[src/rtl/fifo_read_streamer.sv]
// Read-side consumer for an async FIFO: issues reads ahead into a 3-entry skid
// buffer and re-presents the words as a valid/ready stream, with a drain-and-discard flush.
module fifo_read_streamer #(
  parameter int WIDTH = 8,
  parameter int CNT_W = 16
) (
  input  logic             i_r_clk,
  input  logic             i_rreset,
  input  logic             i_empty,
  input  logic [WIDTH-1:0] i_rdata,
  output logic             o_re,
  output logic             o_valid,
  output logic [WIDTH-1:0] o_data,
  input  logic             i_ready,
  input  logic             i_flush,
  output logic             o_flushing,
  output logic [CNT_W-1:0] o_rd_count,
  output logic [CNT_W-1:0] o_drop_count
);

  localparam logic [0:0] ST_RUN   = 1'b0;
  localparam logic [0:0] ST_FLUSH = 1'b1;

  logic [0:0]       r_state;
  logic [WIDTH-1:0] r_buf [0:2];
  logic [1:0]       r_wptr;
  logic [1:0]       r_rptr;
  logic [1:0]       r_occ;
  logic             r_inflight;
  logic [CNT_W-1:0] r_rd_count;
  logic [CNT_W-1:0] r_drop_count;

  logic [2:0]       w_level;
  logic             w_push;
  logic             w_pop;
  logic [1:0]       w_wptr_nxt;
  logic [1:0]       w_rptr_nxt;

  // A word already requested still needs a slot, so it counts against the buffer.
  assign w_level    = {1'b0, r_occ} + {2'b00, r_inflight};
  assign o_re       = !i_rreset & !i_empty & ((r_state == ST_FLUSH) | (w_level < 3'd3));
  assign o_valid    = !i_rreset & (r_state == ST_RUN) & (r_occ != 2'd0);
  assign o_data     = i_rreset ? '0 : r_buf[r_rptr];
  assign o_flushing = !i_rreset & (r_state == ST_FLUSH);
  assign o_rd_count   = r_rd_count;
  assign o_drop_count = r_drop_count;

  assign w_push     = r_inflight;
  assign w_pop      = o_valid & i_ready;
  assign w_wptr_nxt = (r_wptr == 2'd2) ? 2'd0 : r_wptr + 2'd1;
  assign w_rptr_nxt = (r_rptr == 2'd2) ? 2'd0 : r_rptr + 2'd1;

  always_ff @(posedge i_r_clk) begin
    if (i_rreset) begin
      r_state      <= ST_RUN;
      r_wptr       <= '0;
      r_rptr       <= '0;
      r_occ        <= '0;
      r_inflight   <= 1'b0;
      r_rd_count   <= '0;
      r_drop_count <= '0;
      for (int i = 0; i < 3; i++) begin
        r_buf[i] <= '0;
      end
    end else begin
      r_inflight <= o_re;
      if (r_state == ST_RUN) begin
        if (i_flush) begin
          // Everything buffered plus the word landing this edge is discarded.
          r_state      <= ST_FLUSH;
          r_occ        <= '0;
          r_wptr       <= '0;
          r_rptr       <= '0;
          r_drop_count <= r_drop_count + CNT_W'(r_occ) + CNT_W'(r_inflight);
        end else begin
          if (w_push) begin
            r_buf[r_wptr] <= i_rdata;
            r_wptr        <= w_wptr_nxt;
          end
          if (w_pop) begin
            r_rptr     <= w_rptr_nxt;
            r_rd_count <= r_rd_count + 1'b1;
          end
          if (w_push && !w_pop) begin
            r_occ <= r_occ + 2'd1;
          end else if (!w_push && w_pop) begin
            r_occ <= r_occ - 2'd1;
          end
        end
      end else begin
        if (r_inflight) begin
          r_drop_count <= r_drop_count + 1'b1;
        end
        if (!i_flush && i_empty && !r_inflight) begin
          r_state <= ST_RUN;
        end
      end
    end
  end

endmodule

[config.mk]
export PLATFORM = sky130hd
export DESIGN_NAME = fifo_read_streamer
export DESIGN_NICKNAME = d
export VERILOG_FILES = /design/src/rtl/fifo_read_streamer.sv
export SDC_FILE = /design/constraint.sdc
export NUM_CORES = 1
export LEC_CHECK = 0
export CORE_MARGIN = 3
export CORE_UTILIZATION = 45
export DETAILED_ROUTE_END_ITERATION = 8
export GPL_ROUTABILITY_DRIVEN = 0
export PLACE_DENSITY = 0.69
export SYNTH_ARGS = -nofsm -noshare
export SYNTH_HDL_FRONTEND = slang
export SYNTH_SLANG_ARGS = --single-unit
export TNS_END_PERCENT = 20
[constraint.sdc]
create_clock -name i_r_clk -period 3.5 [get_ports i_r_clk]
set_input_delay 0.7 -clock i_r_clk [delete_from_list [all_inputs] [get_ports i_r_clk]]
set_output_delay 0.7 -clock i_r_clk [all_outputs]
set_load 0.02 [all_outputs]
==> summary.md, run 1 <==
| Metric | Value |
|---|---|
| Comb pwr share | 0.064 |
| Area after DPL | 4144 sq um |
| Die Area | 8922 sq um |
| Area grow syn2layout | 23.24% |
| Worst skew pair latency | 0.34 ns |
| Routed wire length | 7.203 mm |
| Hold Fails Final Rpt | 0 |
| Crit end category | output port |
| Pint | 1.312 mW |
| Post-route cell area | 4339 sq um |
| CP Cell Sequence | ha_1, ha_1, a21oi_1, nor2_1, nor3_1, clkdlybuf4s50_1 |
| # diodes | 0 |
| H-tree depth | 3 |
| Vias in the first global route | 2569 |
| Die X | 94.46 um |
| Worst Path Buf+Inv | 1 |
| Met3 wire len | 300 um |
| Hold path start | o_drop_count[13]$_SDFFE_PP0P_ |
| Routed Antenna Nets | 0 |
| CP max-delay cell | dfxtp_1 |
| Min setup slack post-route | 0.3890 ns |
| Vias | 2608 |
| Pin count of the biggest net entering global routing | 46 |
| Sw Pwr | 0.3723 mW |
| Synthesized area | 3521 sq um |
| Sink of the worst hold path | o_drop_count[13]$_SDFFE_PP0P_ |
| Top fanout value on the critical path | 13 |
| Die height | 94.46 um |
| Crit Reg-Reg Endpoint | o_drop_count[14]$_SDFFE_PP0P_ |
| Clock power frac | 0.384 |
| Post-CTS Setup Inserts | 0 |
| RSZ-0062 raised after global routing | no |
| Fill count | 626 |
| DR DRC count | 0 |
| Max Cap Viol | 0 |
| Critical path class | flip-flop to output port |
| Top sig layer | met4 |
| I/O Buffers | 55 |
| Distinct cells, synth | 53 |
| Clock slew at reported path FFs | 0.08 ns |
| Synth Instances | 322 |
| Crit path required time | 2.80 ns |
| Slew headroom | 0.3099 |
| Initial antenna violation count | 0 |
| # IOs | 56 |
| Launch point of the worst reg-to-reg path | r_inflight$_SDFF_PP0_ |
| Via density | 5.411 |
| Worst Hold Depth | 2 |
| M1 WL | 3.211 mm |
| Period minus WS final | 3.111 ns |
| DR iter-0 viols | 125 |
| CTS resizes | 0 |
| Final #Nets | 398 |
| Post-synth EDFFs | 32 |
| Hold slack | 0.5003 ns |
| R2R depth | 7 |
| Register area share after synthesis | 0.5117 |
| Async SR Flop Fraction | 0 |
| Layout cells sized above 1 | 0.1070 |
| Clock Sinks | 74 |
| Worst reg2reg setup slack | 0.73 ns |
| Metal2 WL | 3.628 mm |
| Inst Count DP | 466 |
| Final Instance Count excl. Fillers | 482 |
| Cts bufs inserted | 9 |
| Mean Syn Cell Area | 10.93 sq um |
| CP most frequent cell | ha_1 |
| Cell family with most CP delay | flip-flops |
| Post-route setup TNS | 0 ns |
| CTS root buf | clkbuf_8 |
| Max VDD drop | 0.0002265 V |
| Synthesis warning total | 0 |
| Core area | 7408 sq um |
| CTS tree | built |
| Tot GR Track Use | 0.1758 |
| Status | complete, no violations |
| Setup Skew | 0.01224 ns |
| Worst EP arrival | 2.41 ns |
| Pwr/cell area | 388.2 nW/um^2 |
| Worst Hold Class | flip-flop to flip-flop |
| Fin crit share | 0.8889 |
| Clk buf depth | 2 |
| First-pass GRT wire length | 12.25 mm |
| FMAX | 321.4 MHz |
| HPWL after DPL | 5.065 mm |
| # rows | 31 |
| WL/cell | 14.94 um |
| Leakage | 1.455 nW |
| Syn Nets | 342 |
| Pre-CTS setup slack | 0.6760 ns |
| Final setup violation count | 0 |
| Slew at the pin closest to its max-slew limit | 1.035 ns |
| Initial core utilization | 0.4753 |
| Drt first pass iters | 4 |
| CP max stage delay | 0.63 ns |
| Hold-fix buffers, CTS | 0 |
| Number of synthesized register bits | 74 |
| Sw frac | 0.2210 |
| Slew Limit Fails | 0 |
| Main synth FF type | dfxtp_1 |
| Worst setup SP type | flip-flop |
| Grt ovf | 0 |
| Seq pwr share | 0.553 |
synth_stat cells (3+ instances only):
library cell   n  share of area
a21oi_1       22          0.031
and2_1        33          0.059
and4_1         4         0.0099
buf_6          3         0.0096
clkbuf_1      10          0.011
dfxtp_1       42           0.24
edfxtp_1      32           0.27
ha_1           5          0.018
inv_1          7         0.0075
mux2_2         3         0.0096
mux4_2         8          0.051
nand2_1       19          0.020
nand3_1       10          0.014
nand4_1        8          0.014
nor2_1        22          0.023
nor2b_1        6          0.011
nor3_1         5         0.0071
o21a_1         3         0.0064
o21ai_0       10          0.014
o31ai_1        6          0.013
or3_1          9          0.016
or4_1          5          0.011
xnor2_1       10          0.025
xor2_1         4         0.0099
power groups by stage:
stage          registers (mW)  clock network (mW)  logic (mW)
3_3_place_gp            0.950                   0       0.107
6_report                0.931               0.646       0.107
4_1_cts                 0.931               0.660       0.108
2_1_floorplan           0.946                   0      0.0634
3_5_place_dp            0.951                   0       0.108
5_1_grt                 0.934               0.691       0.118
worst max-delay path by stage:
stage	start	endpoint	slack [ns]	cells past startpoint
6_report	r_inflight$_SDFF_PP0_	o_re	0.39	6
5_1_grt	r_inflight$_SDFF_PP0_	o_re	0.18	6
4_1_cts	r_inflight$_SDFF_PP0_	o_re	0.35	6
3_5_place_dp	i_flush	o_drop_count[7]$_SDFFE_PP0P_	0.68	6
3_3_place_gp	i_flush	r_buf[0][1]$_SDFFCE_PN0P_	0.76	5
2_1_floorplan	i_flush	r_buf[3][0]$_DFFE_PP_	0.93	4
routing by layer:
metal	track usage	vias up
met5	0	-
met4	0.06370	0
met3	0.04701	8
met2	0.2908	51
met1	0.2217	1254
li1	-	1295
area by class of cell:
class                           count  area (sq um)  share of cell area
Sequential cell                    74          1802              0.4152
Inverter                            7         26.28            0.006055
Clock buffer                       11         141.4             0.03258
Multi-Input combinational cell    226          1609              0.3708
Tap cell                           99         123.9             0.02855
Timing Repair Buffer               60         583.1              0.1344
Clock inverter                      5         53.80             0.01240
layout by cell type (no fill, tap or decap), types with 19 or more instances in the layout:
cell type        Yosys  layout
clkdlybuf4s50_1      0      54
dfxtp_1             42      42
and2_1              33      33
edfxtp_1            32      32
nor2_1              22      22
a21oi_1             22      22
nand2_1             19      19
state kept, by name, indices dropped and copies added, names as in the netlist, named ones only:
register / count
r_state: 1
o_rd_count: 16
r_occ: 2
r_rptr: 2
o_drop_count: 16
r_inflight: 1
r_wptr: 2
r_buf: 32
stage by stage:
stage,power (mW),util
finish,1.684,0.5857
global route,1.742,0.5857
CTS,1.700,0.5857
detailed placement,1.059,0.5594
global placement,1.056,0.5594
floorplan,1.010,-
kinds of logic (layout without fill, tap and decap cells):
kind of cell               Yosys count  in the layout  share of synthesized area
and+or+nand+nor                    140            140                     0.2321
AOI/OAI and AO/OA                   53             53                    0.09737
adders and majority gates            7              7                    0.02914
DFF                                 74             74                     0.5117
muxes                               12             12                    0.06361
xor gates and xnor gates            14             14                    0.03482
buffers and inverters               22             83                    0.03127
tightest hold or removal path: stages (launching register included):
cell	delay, ns
dfxtp_1	0.33
o31ai_1	0.07
a21oi_1	0.06
(Power assumes the default switching activity.)
==> run 2: changes to the inputs <==
Settings changed: CORE_ASPECT_RATIO set to 0.8.
==> summary.md, run 2 (synthesis results as in run 1) <==
| Metric | Value |
|---|---|
| Status | complete, no violations |
| H-tree depth | 3 |
| Clk buf depth | 2 |
| DR DRC count | 0 |
| Drt first pass iters | 4 |
| WL/cell | 15.30 um |
| CP Cell Sequence | ha_1, ha_1, a21oi_1, nor2_1, nor3_1, clkdlybuf4s50_1 |
| Worst reg2reg setup slack | 0.70 ns |
| Pin count of the biggest net entering global routing | 31 |
| FMAX | 324.8 MHz |
| RSZ-0062 raised after global routing | no |
| R2R depth | 7 |
| CTS tree | built |
| Vias in the first global route | 2514 |
| I/O Buffers | 55 |
| Core area | 7497 sq um |
| Final setup violation count | 0 |
| Worst skew pair latency | 0.34 ns |
| Crit end category | output port |
| Die Area | 8928 sq um |
| CP most frequent cell | ha_1 |
| Crit Reg-Reg Endpoint | o_drop_count[14]$_SDFFE_PP0P_ |
| Hold-fix buffers, CTS | 0 |
| Top fanout value on the critical path | 13 |
| DR iter-0 viols | 115 |
| # rows | 28 |
| Routed wire length | 7.498 mm |
| CP max-delay cell | clkdlybuf4s50_1 |
| Hold Fails Final Rpt | 0 |
| Post-route setup TNS | 0 ns |
| Die height | 85.12 um |
| Via density | 5.459 |
| Leakage | 1.466 nW |
| Sink of the worst hold path | r_rptr[1]$_SDFFE_PP0P_ |
| Slew headroom | 0.2962 |
| Leading cell type in the layout, fill and taps excluded | clkdlybuf4s50_1 |
| Setup Skew | 0.009650 ns |
| Fill count | 682 |
| Most flop-heavy register | r_buf |
| Initial antenna violation count | 0 |
| HPWL after DPL | 5.228 mm |
| Slew Limit Fails | 0 |
| CP max stage delay | 0.63 ns |
| Layout cells sized above 1 | 0.1091 |
| Max VDD drop | 0.0002092 V |
| Critical path class | flip-flop to output port |
| Worst Hold Depth | 2 |
| Cts bufs inserted | 9 |
| Grt ovf | 0 |
| Period minus WS final | 3.079 ns |
| First-pass GRT wire length | 12.18 mm |
| Area of the multi-input gates | 1609 sq um |
| Clock slew at reported path FFs | 0.08 ns |
| Worst setup SP type | flip-flop |
| Pwr/cell area | 396.5 nW/um^2 |
| Final #Nets | 400 |
| Fin crit share | 0.8797 |
| Slew at the pin closest to its max-slew limit | 1.056 ns |
| Clock Sinks | 74 |
| # IOs | 56 |
| Cell family with most CP delay | buffers and inverters |
| Worst EP arrival | 2.38 ns |
| Area after DPL | 4167 sq um |
| Vias | 2675 |
| Launch point of the worst reg-to-reg path | r_inflight$_SDFF_PP0_ |
| Post-CTS Setup Inserts | 0 |
| Min setup slack post-route | 0.4209 ns |
| # diodes | 0 |
| Hold path start | r_rptr[1]$_SDFFE_PP0P_ |
| Sequential cell area | 1802 sq um |
| CTS resizes | 0 |
| Die X | 104.9 um |
| Worst Path Buf+Inv | 1 |
| Crit path required time | 2.80 ns |
| Pre-CTS setup slack | 0.6066 ns |
| CTS root buf | clkbuf_8 |
| Worst Hold Class | flip-flop to flip-flop |
| Max Cap Viol | 0 |
| Max reg flops | 32 |
| Routed Antenna Nets | 0 |
| Area grow syn2layout | 24.27% |
| Tot GR Track Use | 0.1721 |
| Initial core utilization | 0.4696 |
| Post-route cell area | 4375 sq um |
| Most frequent cells in the layout | clkdlybuf4s50_1, dfxtp_1, and2_1 |
run 2: final cells by class:
| class | instances | area share |
|---|---|---|
| flip-flops and latches | 74 | 0.4118 |
| clock inverters | 6 | 0.01859 |
| multi-input cells | 226 | 0.3677 |
| well taps | 105 | 0.03003 |
| inverters | 7 | 0.006005 |
| clock buffers | 10 | 0.02917 |
| repair buffers | 62 | 0.1367 |
run 2: layer usage:
layer	global-route usage	vias to the layer above	wire (um)
li1	-	1303	-
met1	0.2287	1289	3542
met2	0.2673	74	3392
met3	0.06084	9	477
met4	0.05125	0	85
met5	0	-	0
run 2: metrics by stage:
step                      utilization  power [mW]  hold slack (ns)  instances
final                          0.5836       1.735           0.5065        490
after floorplan                     -       1.010           0.4541        322
after detailed placement       0.5557       1.059           0.4889        474
after global routing           0.5836       1.799           0.5350        490
after CTS                      0.5836       1.755           0.5001        490
after global placement         0.5557       1.058           0.4771        474
run 2: worst max-delay path by stage:
stage                               start                       endpoint  slack [ns]  depth (start not counted)
finish              r_inflight$_SDFF_PP0_                           o_re        0.42                          6
global route        r_inflight$_SDFF_PP0_                           o_re        0.24                          6
global placement                  i_flush  o_drop_count[14]$_SDFFE_PP0P_        0.65                          5
floorplan                         i_flush          r_buf[3][0]$_DFFE_PP_        0.93                          4
detailed placement                i_flush  o_drop_count[14]$_SDFFE_PP0P_        0.61                          5
CTS                 r_inflight$_SDFF_PP0_                           o_re        0.38                          6
run 2: power by group:
part / internal, mW / leakage (nW) / switching [mW]
Sequential: 0.915 / 0.660 / 0.0155
Combinational: 0.0514 / 0.702 / 0.0570
Clock: 0.397 / 0.104 / 0.300
Total: 1.36 / 1.47 / 0.372
run 2: worst min-delay path: cells and delay by family, from the launching register on:
kind	cells	cell delay, ns
DFF	1	0.33
AOI/OAI and AO/OA	1	0.07
and+or+nand+nor	1	0.06
==> run 3: changes to the inputs <==
==> constraint.sdc (replaced) <==
create_clock -name i_r_clk -period 3.5 [get_ports i_r_clk]
set_input_delay 0.7 -clock i_r_clk [delete_from_list [all_inputs] [get_ports i_r_clk]]
set_output_delay 0.7 -clock i_r_clk [all_outputs]
set_load 0.1 [all_outputs]
==> summary.md, run 3 (synthesis results as in run 1) <==
| Metric | Value |
|---|---|
| Cts bufs inserted | 9 |
| Area of the multi-input gates | 1609 sq um |
| Worst Hold Class | flip-flop to flip-flop |
| DR DRC count | 0 |
| Top fanout value on the critical path | 8 |
| # rows | 28 |
| Max reg flops | 32 |
| Hold Fails Final Rpt | 0 |
| Routed Antenna Nets | 0 |
| CTS resizes | 0 |
| Crit end category | output port |
| Clock slew at reported path FFs | 0.08 ns |
| Max Cap Viol | 0 |
| Fill count | 651 |
| Grt ovf | 0 |
| Post-route setup TNS | 0 ns |
| Routed wire length | 7.445 mm |
| Status | complete, no violations |
| Post-route cell area | 4433 sq um |
| Max VDD drop | 0.0002282 V |
| Critical path class | flip-flop to output port |
| Launch point of the worst reg-to-reg path | r_occ[0]$_SDFFE_PP0P_ |
| Final #Nets | 399 |
| Worst reg2reg setup slack | 0.83 ns |
| DR iter-0 viols | 108 |
| Min setup slack post-route | 0.8019 ns |
| Layout cells sized above 1 | 0.1667 |
| Pwr/cell area | 415.8 nW/um^2 |
| Worst skew pair latency | 0.34 ns |
| Slew at the pin closest to its max-slew limit | 0.9772 ns |
| Final core occ | 0.5913 |
| Hold slack | 0.4908 ns |
| Pint | 1.414 mW |
| Leakage | 1.540 nW |
| Die height | 85.12 um |
| Tot GR Track Use | 0.1787 |
| Clk buf depth | 2 |
| # IOs | 56 |
| Vias | 2593 |
| Initial antenna violation count | 0 |
| # diodes | 0 |
| R2R depth | 7 |
| Worst Hold Depth | 2 |
| Final setup violation count | 0 |
| Crit path required time | 2.80 ns |
| First-pass GRT wire length | 12.70 mm |
| Die Area | 8928 sq um |
| Setup Skew | 0.01157 ns |
| Core area | 7497 sq um |
| I/O Buffers | 55 |
| Hold-fix buffers, CTS | 0 |
| Leading cell type in the layout, fill and taps excluded | dfxtp_1 |
| Sw frac | 0.2328 |
| Sw Pwr | 0.4292 mW |
| Pin count of the biggest net entering global routing | 25 |
| Die X | 104.9 um |
| Via density | 5.303 |
| Hold path start | r_rptr[1]$_SDFFE_PP0P_ |
| Area grow syn2layout | 25.91% |
| Worst setup SP type | flip-flop |
| Clock Sinks | 74 |
| H-tree depth | 3 |
| Seq pwr share | 0.504 |
| Initial core utilization | 0.4696 |
| Crit Reg-Reg Endpoint | o_drop_count[14]$_SDFFE_PP0P_ |
| HPWL after DPL | 5.239 mm |
| Slew headroom | 0.3465 |
| CTS root buf | clkbuf_8 |
| Area after DPL | 4204 sq um |
| WL/cell | 15.22 um |
| Most frequent cells in the layout | dfxtp_1, and2_1, clkdlybuf4s50_1, edfxtp_1 |
| Vias in the first global route | 2490 |
| Sequential cell area | 1802 sq um |
| Clock power frac | 0.405 |
| Comb pwr share | 0.091 |
| Sink of the worst hold path | r_rptr[1]$_SDFFE_PP0P_ |
| Post-CTS Setup Inserts | 0 |
| Drt first pass iters | 4 |
| Pre-CTS setup slack | 0.5619 ns |
| Slew Limit Fails | 0 |
| Most flop-heavy register | r_buf |
| Worst EP arrival | 2.00 ns |
| CTS tree | built |
| Period minus WS final | 2.698 ns |
| Fin crit share | 0.7709 |
| RSZ-0062 raised after global routing | no |
| FMAX | 370.6 MHz |
## run 3: cell count changes in the layout (fill, tap and decap cells not counted), sizes merged
cell           before  now
clkdlybuf4s50      54   32
buf                 8   29
clkbuf             10   12
clkinv              3    2
clkinvlp            1    0
## run 3: layer usage
layer / GRT usage / vias up / wire length, um
met4: 0.04052 / 0 / 53
met3: 0.05779 / 6 / 365
met5: 0 / - / 0
met2: 0.2650 / 55 / 3430
met1: 0.2567 / 1235 / 3596
li1: - / 1297 / -
## run 3: cell type report
| type | instances | area share |
|---|---|---|
| clock buffers | 12 | 0.03500 |
| inverters | 7 | 0.005927 |
| repair buffers | 61 | 0.1434 |
| flip-flops and latches | 74 | 0.4064 |
| multi-input cells | 226 | 0.3630 |
| well taps | 105 | 0.02964 |
| clock inverters | 4 | 0.01665 |
## run 3: power by group through the flow
stage	combinational [mW]	sequential [mW]	clock (mW)
4_1_cts	0.170	0.930	0.763
5_1_grt	0.180	0.932	0.799
3_3_place_gp	0.167	0.949	0
3_5_place_dp	0.170	0.949	0
2_1_floorplan	0.0958	0.962	0
6_report	0.168	0.929	0.746
## run 3: worst max-delay path by stage
stage               from                         to  slack (ns)  cells past startpoint
6_report       flip-flop                  o_data[5]        0.80                      3
5_1_grt        flip-flop                  o_data[5]        0.66                      3
4_1_cts        flip-flop                  o_data[5]        0.74                      3
3_5_place_dp     i_flush  r_buf[1][3]$_SDFFCE_PN0P_        0.56                      5
3_3_place_gp     i_flush  r_buf[0][0]$_SDFFCE_PN0P_        0.65                      5
2_1_floorplan   i_rreset                    o_valid       -0.30                      3
## run 3: metrics by stage
step / power (mW) / std cells
2_1_floorplan: 1.058 / 322
3_3_place_gp: 1.116 / 473
3_5_place_dp: 1.119 / 473
4_1_cts: 1.863 / 489
5_1_grt: 1.910 / 489
6_report: 1.843 / 489
## run 3: critical path, cell delays in order (launching register included)
cell and delay [ns]:
dfxtp_1 0.70, mux4_2 0.59, and2_1 0.20, buf_12 0.17
